$ cat config.mk
export PLATFORM = sky130hd
export DESIGN_NAME = freqdiv_monitor
export DESIGN_NICKNAME = d
export VERILOG_FILES = /design/src/rtl/freqdiv_pkg.sv /design/src/rtl/freqdiv_sync.sv /design/src/rtl/freqdiv_monitor.sv
export SDC_FILE = /design/constraint.sdc
export NUM_CORES = 1
export LEC_CHECK = 0
export BUFFER_PORTS_ARGS = -buffer_cell sky130_fd_sc_hd__buf_4
export CAP_MARGIN = 0
export CORE_UTILIZATION = 40
export DETAILED_ROUTE_END_ITERATION = 6
export GPL_TIMING_DRIVEN = 0
export SLEW_MARGIN = 30
export SYNTH_ARGS = -nofsm -noshare
export SYNTH_HDL_FRONTEND = slang
export SYNTH_SLANG_ARGS = --single-unit
export TNS_END_PERCENT = 30
$ cat constraint.sdc
create_clock -name wb_clk_i -period 2.4 [get_ports wb_clk_i]
set_input_delay 0.48 -clock wb_clk_i [delete_from_list [all_inputs] [get_ports wb_clk_i]]
set_output_delay 0.48 -clock wb_clk_i [all_outputs]
set_load 0.03 [all_outputs]
$ cat src/rtl/freqdiv_pkg.sv
// Shared types and constants for the divided-clock frequency monitor.
// Holds the FSM encoding, the default lock depth and the error counter ceiling.
package freqdiv_pkg;

  typedef enum logic [1:0] {
    ST_IDLE    = 2'd0,
    ST_ARM     = 2'd1,
    ST_MEASURE = 2'd2,
    ST_LOCKED  = 2'd3
  } state_t;

  localparam int         LOCK_CNT_DEF = 4;
  localparam logic [7:0] ERR_CNT_MAX  = 8'd255;

  function automatic logic [7:0] sat_inc8(input logic [7:0] val);
    return (val == ERR_CNT_MAX) ? val : val + 8'd1;
  endfunction

endpackage

$ cat src/rtl/freqdiv_sync.sv
// Two-flop synchronizer that brings the divided clock into the bus clock domain.
module freqdiv_sync (
  input  logic clkin,
  input  logic rst_n,
  input  logic d,
  output logic q
);

  logic meta_r;
  logic sync_r;

  // Metastability filter chain
  always_ff @(posedge clkin or negedge rst_n) begin
    if (!rst_n) begin
      meta_r <= 1'b0;
      sync_r <= 1'b0;
    end else begin
      meta_r <= d;
      sync_r <= meta_r;
    end
  end

  assign q = sync_r;

endmodule

$ cat src/rtl/freqdiv_monitor.sv
// Measures period and high time of a divided clock, checks the ratio against n_i,
// and reports lock plus a sticky, saturating error count.
module freqdiv_monitor
  import freqdiv_pkg::*;
#(
  parameter int CNT_W    = 8,
  parameter int LOCK_CNT = LOCK_CNT_DEF
) (
  input  logic             wb_clk_i,
  input  logic             wb_rst_n_i,
  input  logic             en_i,
  input  logic             clr_i,
  input  logic [3:0]       n_i,
  input  logic             clkdiv_i,
  output logic [CNT_W-1:0] period_o,
  output logic [CNT_W-1:0] high_o,
  output logic             period_vld_o,
  output logic             locked_o,
  output logic             err_o,
  output logic [7:0]       err_cnt_o
);

  localparam int               MC_W     = $clog2(LOCK_CNT + 1);
  localparam logic [CNT_W-1:0] CNT_MAX  = {CNT_W{1'b1}};
  localparam logic [CNT_W-1:0] CNT_ZERO = {CNT_W{1'b0}};
  localparam logic [CNT_W-1:0] CNT_ONE  = CNT_W'(1);
  localparam logic [MC_W-1:0]  MC_ZERO  = {MC_W{1'b0}};
  localparam logic [MC_W-1:0]  LOCK_V   = MC_W'(LOCK_CNT);

  state_t           state_r, state_s;
  logic             sync_s, hist_r, rise_s, fall_s, active_s, match_hit_s, err_ev_s;
  logic [CNT_W-1:0] per_cnt_r, per_cnt_s, hi_cnt_r, hi_cnt_s;
  logic [CNT_W-1:0] period_r, period_s, high_r, high_s;
  logic [MC_W-1:0]  match_r, match_s, match_inc_s;
  logic             vld_r, vld_s, locked_r, locked_s, err_r, err_s;
  logic [7:0]       err_cnt_r, err_cnt_s;

  freqdiv_sync u_sync (
    .clkin (wb_clk_i),
    .rst_n (wb_rst_n_i),
    .d     (clkdiv_i),
    .q     (sync_s)
  );

  // History flop resets low so a synced 1 after reset is a rise seen only by ARM
  always_ff @(posedge wb_clk_i or negedge wb_rst_n_i) begin
    if (!wb_rst_n_i) begin
      hist_r <= 1'b0;
    end else begin
      hist_r <= sync_s;
    end
  end

  assign rise_s      = sync_s & ~hist_r;
  assign fall_s      = ~sync_s & hist_r;
  assign active_s    = (state_r == ST_MEASURE) || (state_r == ST_LOCKED);
  assign match_hit_s = (per_cnt_r == CNT_W'(n_i));
  assign match_inc_s = (match_r >= LOCK_V) ? match_r : match_r + MC_W'(1);
  assign locked_s    = (state_s == ST_LOCKED);

  // Next-state, counters and captures; disable overrides everything
  always_comb begin
    state_s   = state_r;
    per_cnt_s = per_cnt_r;
    hi_cnt_s  = hi_cnt_r;
    match_s   = match_r;
    period_s  = period_r;
    high_s    = high_r;
    vld_s     = 1'b0;
    err_ev_s  = 1'b0;
    if (!en_i) begin
      state_s   = ST_IDLE;
      per_cnt_s = CNT_ZERO;
      hi_cnt_s  = CNT_ZERO;
      match_s   = MC_ZERO;
      period_s  = CNT_ZERO;
      high_s    = CNT_ZERO;
    end else begin
      case (state_r)
        ST_IDLE: state_s = ST_ARM;
        ST_ARM: begin
          if (rise_s) begin
            per_cnt_s = CNT_ONE;
            state_s   = ST_MEASURE;
          end else begin
            per_cnt_s = CNT_ZERO;
          end
        end
        ST_MEASURE, ST_LOCKED: begin
          if (rise_s) begin
            period_s  = per_cnt_r;
            vld_s     = 1'b1;
            per_cnt_s = CNT_ONE;
            if (match_hit_s) begin
              match_s = match_inc_s;
              if (match_inc_s == LOCK_V) begin
                state_s = ST_LOCKED;
              end else begin
                state_s = state_r;
              end
            end else begin
              match_s  = MC_ZERO;
              state_s  = ST_MEASURE;
              err_ev_s = 1'b1;
            end
          end else if (per_cnt_r == CNT_MAX) begin
            // A static divider output is legal for ratios 0 and 1
            state_s   = ST_ARM;
            per_cnt_s = CNT_ZERO;
            match_s   = MC_ZERO;
            err_ev_s  = (n_i >= 4'd2);
          end else begin
            per_cnt_s = per_cnt_r + CNT_ONE;
          end
        end
        default: state_s = ST_IDLE;
      endcase

      if (state_r == ST_IDLE) begin
        hi_cnt_s = CNT_ZERO;
      end else if (rise_s) begin
        hi_cnt_s = CNT_ONE;
      end else if (sync_s && (hi_cnt_r != CNT_MAX)) begin
        hi_cnt_s = hi_cnt_r + CNT_ONE;
      end else begin
        hi_cnt_s = hi_cnt_r;
      end

      if (fall_s && active_s) begin
        high_s = hi_cnt_r;
      end else begin
        high_s = high_r;
      end
    end
  end

  // Sticky error and saturating count; a same-cycle error beats clr_i
  always_comb begin
    err_s     = err_r;
    err_cnt_s = err_cnt_r;
    if (!en_i) begin
      err_s     = 1'b0;
      err_cnt_s = 8'd0;
    end else if (err_ev_s) begin
      err_s     = 1'b1;
      err_cnt_s = clr_i ? 8'd1 : sat_inc8(err_cnt_r);
    end else if (clr_i) begin
      err_s     = 1'b0;
      err_cnt_s = 8'd0;
    end else begin
      err_s     = err_r;
      err_cnt_s = err_cnt_r;
    end
  end

  // State and output registers
  always_ff @(posedge wb_clk_i or negedge wb_rst_n_i) begin
    if (!wb_rst_n_i) begin
      state_r   <= ST_IDLE;
      per_cnt_r <= CNT_ZERO;
      hi_cnt_r  <= CNT_ZERO;
      match_r   <= MC_ZERO;
      period_r  <= CNT_ZERO;
      high_r    <= CNT_ZERO;
      vld_r     <= 1'b0;
      locked_r  <= 1'b0;
      err_r     <= 1'b0;
      err_cnt_r <= 8'd0;
    end else begin
      state_r   <= state_s;
      per_cnt_r <= per_cnt_s;
      hi_cnt_r  <= hi_cnt_s;
      match_r   <= match_s;
      period_r  <= period_s;
      high_r    <= high_s;
      vld_r     <= vld_s;
      locked_r  <= locked_s;
      err_r     <= err_s;
      err_cnt_r <= err_cnt_s;
    end
  end

  assign period_o     = period_r;
  assign high_o       = high_r;
  assign period_vld_o = vld_r;
  assign locked_o     = locked_r;
  assign err_o        = err_r;
  assign err_cnt_o    = err_cnt_r;

endmodule
==> results.yml <==
timing:
  max-slew-margin-rel_pct: 46.1
  grt_setup_unrepaired: "false"
  fmax_mhz: 454
  slew_viol_final: 0
  period_share_pct: 91.7
  final_hold_viol_count: 0
  setup-violations-final: 0
  worst_slew_pin_slew_ns: 0.807
  clock_skew_ns: 0.00646
  min_period_ns: 2.20
  finalSetupTns_ns: 0
floorplanning:
  dieArea_sq_um: 6720
  dieWidth_um: 82.0
  die_y_um: 82.0
  ios: 36
  core_sq_um: 6060
  start_util_pct: 42.2
  num_rows: 28
clock_network:
  ctsResizeCount: 0
  clkTransAtPathRegs_ns: 0.09
  cts_root_buffer: "clkbuf_8"
  clock-sinks: 51
  h-tree-depth: 2
  cts_tree: "done"
  clk_latency_ns: 0.30
  cts_hold_buf: 0
  cts_made_buffers: 5
  cts_buffer_depth: 2
  post_cts_buffers: 0
synth:
  yosys_warnings: 0
  ys_seq_area_share_pct: 49.9
  synth-async-reset-ratio_pct: 100
  avgSynthCellArea_sq_um: 10.2
  synth_nets: 264
  ys_types: 47
  ys.flop_type: "dfrtp_1"
  ys_ff_latch: 51
  synth_area_sq_um: 2560
  synth_edf_count: 0
  syn_inst: 250
power_and_ir_drop:
  p_leak_uw: 0.00140
  p_per_area_nw_per_um2: 497
  irDropWorstVdd_mv: 0.259
global_route:
  antenna_found_initial: 0
  grt_overflow_total: 0
  track_usage_pct: 17.6
  grt_max_degree: 52
  grt_pass1_wl_um: 8920
  grt_pass1_vias: 1842
job:
  maxCapViolations: 0
route:
  wl_um: 5200
  drt-vias-per-instance: 5.38
  wl_per_cell_um: 14.2
  dr.first_iter.drc_count: 74
  drc: 0
  firstDrtPassIters: 4
  ant_nets: 0
  num_vias: 1973
place:
  post-dp-hpwl_um: 3670
  gp_congestion: 0.757
  port_buffers: 34
layout:
  fill_cells: 580
  antenna_cells: 0
  areaGrowthSynthToFinish_pct: 17.1
  fin_nets: 305
  utilization_pct: 49.4
  drive_above_1_share_pct: 19.2
run_status:
  status: "finished clean"
worst_hold_path:
  hold_path.class: "input port to asynchronous set/reset pin"
setup_path:
  r2r-end: "err_cnt_o[2]"
  rr_worst_depth: 5
  reg2reg_from: "per_cnt_r[4]"
  arrival_ns: 2.39
  worstSetupPathType: "register to register"
  start_kind: "register"
  rrSetupSlack_ns: 0.20
  worstSetupEndpointType: "register"
  worstPathRequired_ns: 2.59
  cp_max_fo: 6
## per-layer routing
layer,track usage (%),part of all wire (%)
met4,6.14,2.0
met5,0,0
met2,26.9,46
met3,5.00,3.7
met1,23.6,48
## placed cells by master, fill, tap and decap left out, types with 3 or more instances in the layout
cell	n
nand3_1	10
a21oi_1	8
mux2i_1	17
nand4_1	5
o31ai_1	3
ha_1	5
nor3b_1	5
nor2_1	43
buf_4	34
o211ai_1	3
xnor2_1	11
nand2b_1	4
clkbuf_1	3
clkbuf_8	5
nor3_1	9
o21ai_0	10
inv_1	8
dfrtp_1	51
nand2_1	16
## flip-flops by register name, summed over array words and instances, names as in the netlist
| name | cells |
|---|---|
| locked_o | 1 |
| u_sync.q | 1 |
| period_o | 8 |
| hist_r | 1 |
| match_r | 3 |
| u_sync.meta_r | 1 |
| period_vld_o | 1 |
| high_o | 8 |
| err_o | 1 |
| state_r | 2 |
| per_cnt_r | 8 |
| hi_cnt_r | 8 |
| err_cnt_o | 8 |
## power breakdown
group	internal, uW	switching, uW
sequential	868	12.4
clock	206	287
combinational	38.6	77.7
## cells in the mapped netlist (all sizes together), types with 3 or more instances
library cell | count | area (sq um)
nor2 | 43 | 161
xnor2 | 11 | 96.3
a22o | 3 | 27.5
a21oi | 8 | 40.0
nand2b | 4 | 25.0
o31ai | 4 | 43.8
mux2i | 17 | 170
inv | 8 | 30.0
nand4 | 6 | 52.6
nor3 | 9 | 45.0
nand2 | 16 | 60.1
dfrtp | 51 | 1280
o211ai | 4 | 43.8
nand3 | 11 | 67.6
nor3b | 5 | 37.5
clkbuf | 3 | 11.3
o21ai | 12 | 60.1
ha | 5 | 62.6
## logic make-up after synthesis
group                    after synthesis  synth area share (%)
AO/OA/AOI/OAI                         47                  14.2
XOR/XNOR                              13                  4.45
adder cells (fa/ha/maj)                5                  2.44
buffers and inverters                 13                  2.00
flip-flops                            51                  49.9
multiplexers                          17                  6.65
AND/OR/NAND/NOR                      104                  20.3
## how the worst max path moves through the flow
stage / startpoint / end / slack (ns) / depth (start not counted)
final: per_cnt_r[4] / err_cnt_o[2] / 0.20 / 5
after global placement: en_i / per_cnt_r[7] / 0.25 / 6
after detailed placement: n_i[2] / err_cnt_o[2] / 0.24 / 6
after global routing: per_cnt_r[4] / err_cnt_o[2] / 0.03 / 5
after floorplan: per_cnt_r[0] / err_cnt_o[3] / 0.51 / 6
after CTS: per_cnt_r[4] / err_cnt_o[2] / 0.23 / 5
## metrics by stage
stage,instance area [sq um],hold slack (ns),cells,total power [uW],setup slack [ns]
5_1_grt,3000,0.249,367,1560,0.0321
3_5_place_dp,2910,0.343,359,1020,0.243
4_1_cts,3000,0.219,367,1510,0.230
6_report,3000,0.197,367,1490,0.199
3_3_place_gp,2910,0.345,359,1020,0.249
2_1_floorplan,2560,0.184,250,964,0.513
## cell type report
type | count | area [sq um] | share of cell area, %
Buffer | 5 | 21.3 | 0.710
Clock buffer | 5 | 68.8 | 2.30
Tap cell | 75 | 93.8 | 3.13
Multi-Input combinational cell | 186 | 1230 | 41.1
Clock inverter | 3 | 18.8 | 0.627
Inverter | 8 | 30.0 | 1.00
Timing Repair Buffer | 34 | 255 | 8.52
Sequential cell | 51 | 1280 | 42.6
## worst max-delay path, cell delays in order (launching register included)
cell and delay (ns):
dfrtp_1 0.49, nor4_1 0.37, nand2_1 0.24, o211ai_1 0.54, nor3b_1 0.12, a211o_2 0.33
No activity file was read; power rests on OpenSTA's default activity.
